File: config.mk
export PLATFORM = sky130hd
export DESIGN_NAME = sat_counter
export DESIGN_NICKNAME = d
export VERILOG_FILES = /design/src/rtl/vector_checker_pkg.sv /design/src/rtl/sat_counter.sv
export SDC_FILE = /design/constraint.sdc
export NUM_CORES = 1
export LEC_CHECK = 0
export CELL_PAD_IN_SITES_DETAIL_PLACEMENT = 1
export CELL_PAD_IN_SITES_GLOBAL_PLACEMENT = 1
export CORE_MARGIN = 3
export CORE_UTILIZATION = 41
export CTS_CLUSTER_SIZE = 14
export DETAILED_ROUTE_END_ITERATION = 6
export PLACE_DENSITY_LB_ADDON = 0.1
export SLEW_MARGIN = 20
export SYNTH_ARGS = -nofsm -noshare
export SYNTH_HDL_FRONTEND = slang
export SYNTH_SLANG_ARGS = --single-unit
export TNS_END_PERCENT = 5
File: constraint.sdc
create_clock -name clk -period 5.4 [get_ports clk]
set_input_delay 0.54 -clock clk [delete_from_list [all_inputs] [get_ports clk]]
set_output_delay 0.54 -clock clk [all_outputs]
set_load 0.05 [all_outputs]
File: src/rtl/vector_checker_pkg.sv
// Shared types and helpers for the vector_checker response checker.
package vector_checker_pkg;

  typedef enum logic [1:0] {
    IDLE = 2'd0,
    RUN  = 2'd1,
    DONE = 2'd2
  } state_e;

  // Increment that sticks at max_value instead of wrapping.
  function automatic logic [63:0] sat_inc(input logic [63:0] value,
                                          input logic [63:0] max_value);
    return (value == max_value) ? value : value + 64'd1;
  endfunction

endpackage

File: src/rtl/sat_counter.sv
// Saturating up-counter with synchronous clear; clear takes priority over increment.
module sat_counter
  import vector_checker_pkg::*;
#(
  parameter int unsigned CNT_WIDTH = 32
) (
  input  logic                 clk,
  input  logic                 rst_n,
  input  logic                 clr,
  input  logic                 inc,
  output logic [CNT_WIDTH-1:0] count
);

  localparam logic [63:0] MaxValue = 64'({CNT_WIDTH{1'b1}});

  logic [CNT_WIDTH-1:0] count_d, count_q;

  always_comb begin
    count_d = count_q;
    if (clr) begin
      count_d = '0;
    end else if (inc) begin
      count_d = CNT_WIDTH'(sat_inc(64'(count_q), MaxValue));
    end
  end

  always_ff @(posedge clk or negedge rst_n) begin
    if (!rst_n) begin
      count_q <= '0;
    end else begin
      count_q <= count_d;
    end
  end

  assign count = count_q;

endmodule

==> metrics.txt <==
Num CTS Buffers 5; Initial DRC Count 86; CP Cell Sequence clkdlybuf4s50_1, nand4_2, nor4_4, nand4_2, or4_1, a21oi_1; Setup TNS 0 ns; Resize count post-CTS 0; RD Place Congestion 0.7824; hold buffer count at cts 0; Max Slew Vio Count 0; NumNets Final 240; via count ~1700; Top delay family on crit path simple AND/OR/NAND/NOR gates; largest net degree at the start of global routing 37; CP max stage cell clkdlybuf4s50_1; Synth Register Bits 32; EDFF count, synth 0; setup ws final 2.770 ns; first-pass GRT wire length 8.735 mm; commonest non-fill, non-tap cells in the layout clkdlybuf4s50_1 (35), dfrtp_1 (32), nor2_1 (21), nand2_1 (18), a21oi_1 (16); post-CTS setup buffers 0; period utilisation layout between 40% and 50%; DRT Wirelength 5.051 mm; crit-path max cell delay 0.65 ns; CP bufs+invs 1; clock slew at reported path FFs 0.06 ns; Synth Cell Area 0.001810 sq mm; Syn Area/Cell 9.052 sq um; Worst Setup SP inc; Root Buffer clkbuf_8; Post-DP HPWL between 3 and 4 mm; Max VDD drop 0.00009344 V; via density per instance 5.958; Post-synth top flop dfrtp_1; post-synthesis sequential area ratio 44.23%; yosys warns 0; RSZ-0062 raised after global routing false; min Tclk post-route 2.630 ns; Leakage 0.0008375 uW; Gate Count Post-Synth 200; Clock Skew 0.009100 ns; Data required, critical path ~5.6 ns; cell taking the most area after synthesis dfrtp_1; Max Cap Viol 0; Worst-Skew Late Latency 0.29 ns; Crit Path Max Fanout 11; most common cell after layout, fill and taps aside clkdlybuf4s50_1; CP Launch Type input pin; vias in the first global route 1790; initial antenna violation count 0; Synth top area share between 40% and 50%; DR WL/cell ~18 um; CTS tree done; Max Freq 380.3 MHz; Routed Antenna Nets 0; htree depth 2; Initial Utilization 44.00%; R2R Path Start count[0]; Area Growth Syn to Fin 26.05%; Place WS 2.475 ns; die height around 72 um; Yosys cell types 37; port bufs 35; CP Data Arrival Time between 2 and 3 ns; CTS Sinks 32; Slew @ Worst Pin 0.9761 ns; status complete, no violations; final hold violation count 0; core area 0.004115 sq mm; GRT overflow 0; syn nets 205; type of the worst min-delay path register to register; Crit path top cell by count nand4_2; final setup vio count 0; row cnt 23; CP endpoint kind register; layout cells sized above 1 6.780%; die span in x 72.45 um; I/O pin cnt 36; max FFs per register 32; drt pass-1 iters 4; DRC Markers 0; pwr/cell area roughly 200 mW/mm^2; GRT Total Usage 21.01%; CTS max path bufs 2; die area 0.005249 sq mm; max_slew headroom a little over a third; Crit Path Class input pin to register; HP Start count[31]; dominant cells by area after synthesis dfrtp_1 (44%), a21oi_1 (4.4%), nor2_1 (4.4%), xnor2_1 (4.4%), nand2_1 (3.7%); ANT cells 0; ys async rst share 100.0%
[kinds of logic (layout without fill, tap and decap cells)]
kind of cell | Yosys count | count (layout) | synth area share [%]
simple gates | 96 | 96 | 30.41
compound gates | 43 | 43 | 14.24
xor+xnor | 10 | 10 | 4.838
mux | 3 | 3 | 1.797
fa+ha+maj | 1 | 1 | 0.6910
flops | 32 | 32 | 44.23
buf+inv | 15 | 51 | 3.801
[layer usage]
metal | GRT usage, % | wire length, um | vias to the layer above
li1 | - | - | 811
met3 | 4.294 | 160 | 7
met4 | 5.943 | 61 | 0
met2 | 34.58 | 2493 | 32
met5 | 0 | 0 | -
met1 | 28.04 | 2336 | 854
[cells in the mapped netlist, types with 2 or more instances]
master    number
a21oi_1       16
a311oi_1       3
a31oi_1        2
and3_1         3
and4_1         3
clkbuf_1       6
dfrtp_1       32
inv_1          6
mux2_2         2
nand2_1       18
nand3_1       11
nand4_1        6
nand4_2        2
nor2_1        21
nor2b_1        3
nor4_1         6
o21ai_0       12
o31ai_1        5
or3_1         10
or4_1          8
xnor2_1        9
[report_power, final]
group	switching (uW)	internal (uW)	total [uW]
Clock	90.0	104	194
Sequential	2.24	241	243
Combinational	18.8	8.12	26.9
Total	111	353	464
[path summary, 6_finish.rpt]
kind,to,slack (ns),cells after the start
min in group asynchronous,count[25],0.66,2
max in group asynchronous,count[18],4.44,2
hold / removal,count[31],0.58,2
hold reg to reg,count[31],0.58,2
setup reg to reg,count[7],2.79,6
setup / recovery,count[27],2.77,6
[cell type report]
class                      count  area [sq um]
sequential                    32         800.8
fill                         476          1833
clock buffer                   8         90.09
timing repair buffer          37         365.4
inverter                       6         22.52
tap                           50         62.56
multi-input combinational    153         940.9
[worst register-to-register path, stage by stage, from the launching register on]
cell      delay, ns
dfrtp_1        0.43
ha_1           0.25
nand4_1        0.18
nor2_1         0.29
and4_1         0.90
inv_1          0.17
a311oi_1       0.30
[metrics by stage]
stage / power, uW / cells / area, sq um / util, % / hold slack [ns]
after CTS: 468.3 / 286 / 2282 / 55.46 / 0.5811
after global routing: 479.7 / 286 / 2282 / 55.46 / 0.6304
after detailed placement: 275.4 / 278 / 2192 / 53.27 / 0.5726
after floorplan: 262.3 / 200 / 1810 / - / 0.2444
final: 464.3 / 286 / 2282 / 55.46 / 0.5771
after global placement: 274.7 / 278 / 2192 / 53.27 / 0.5558
No activity file was read; power rests on OpenSTA's default activity.
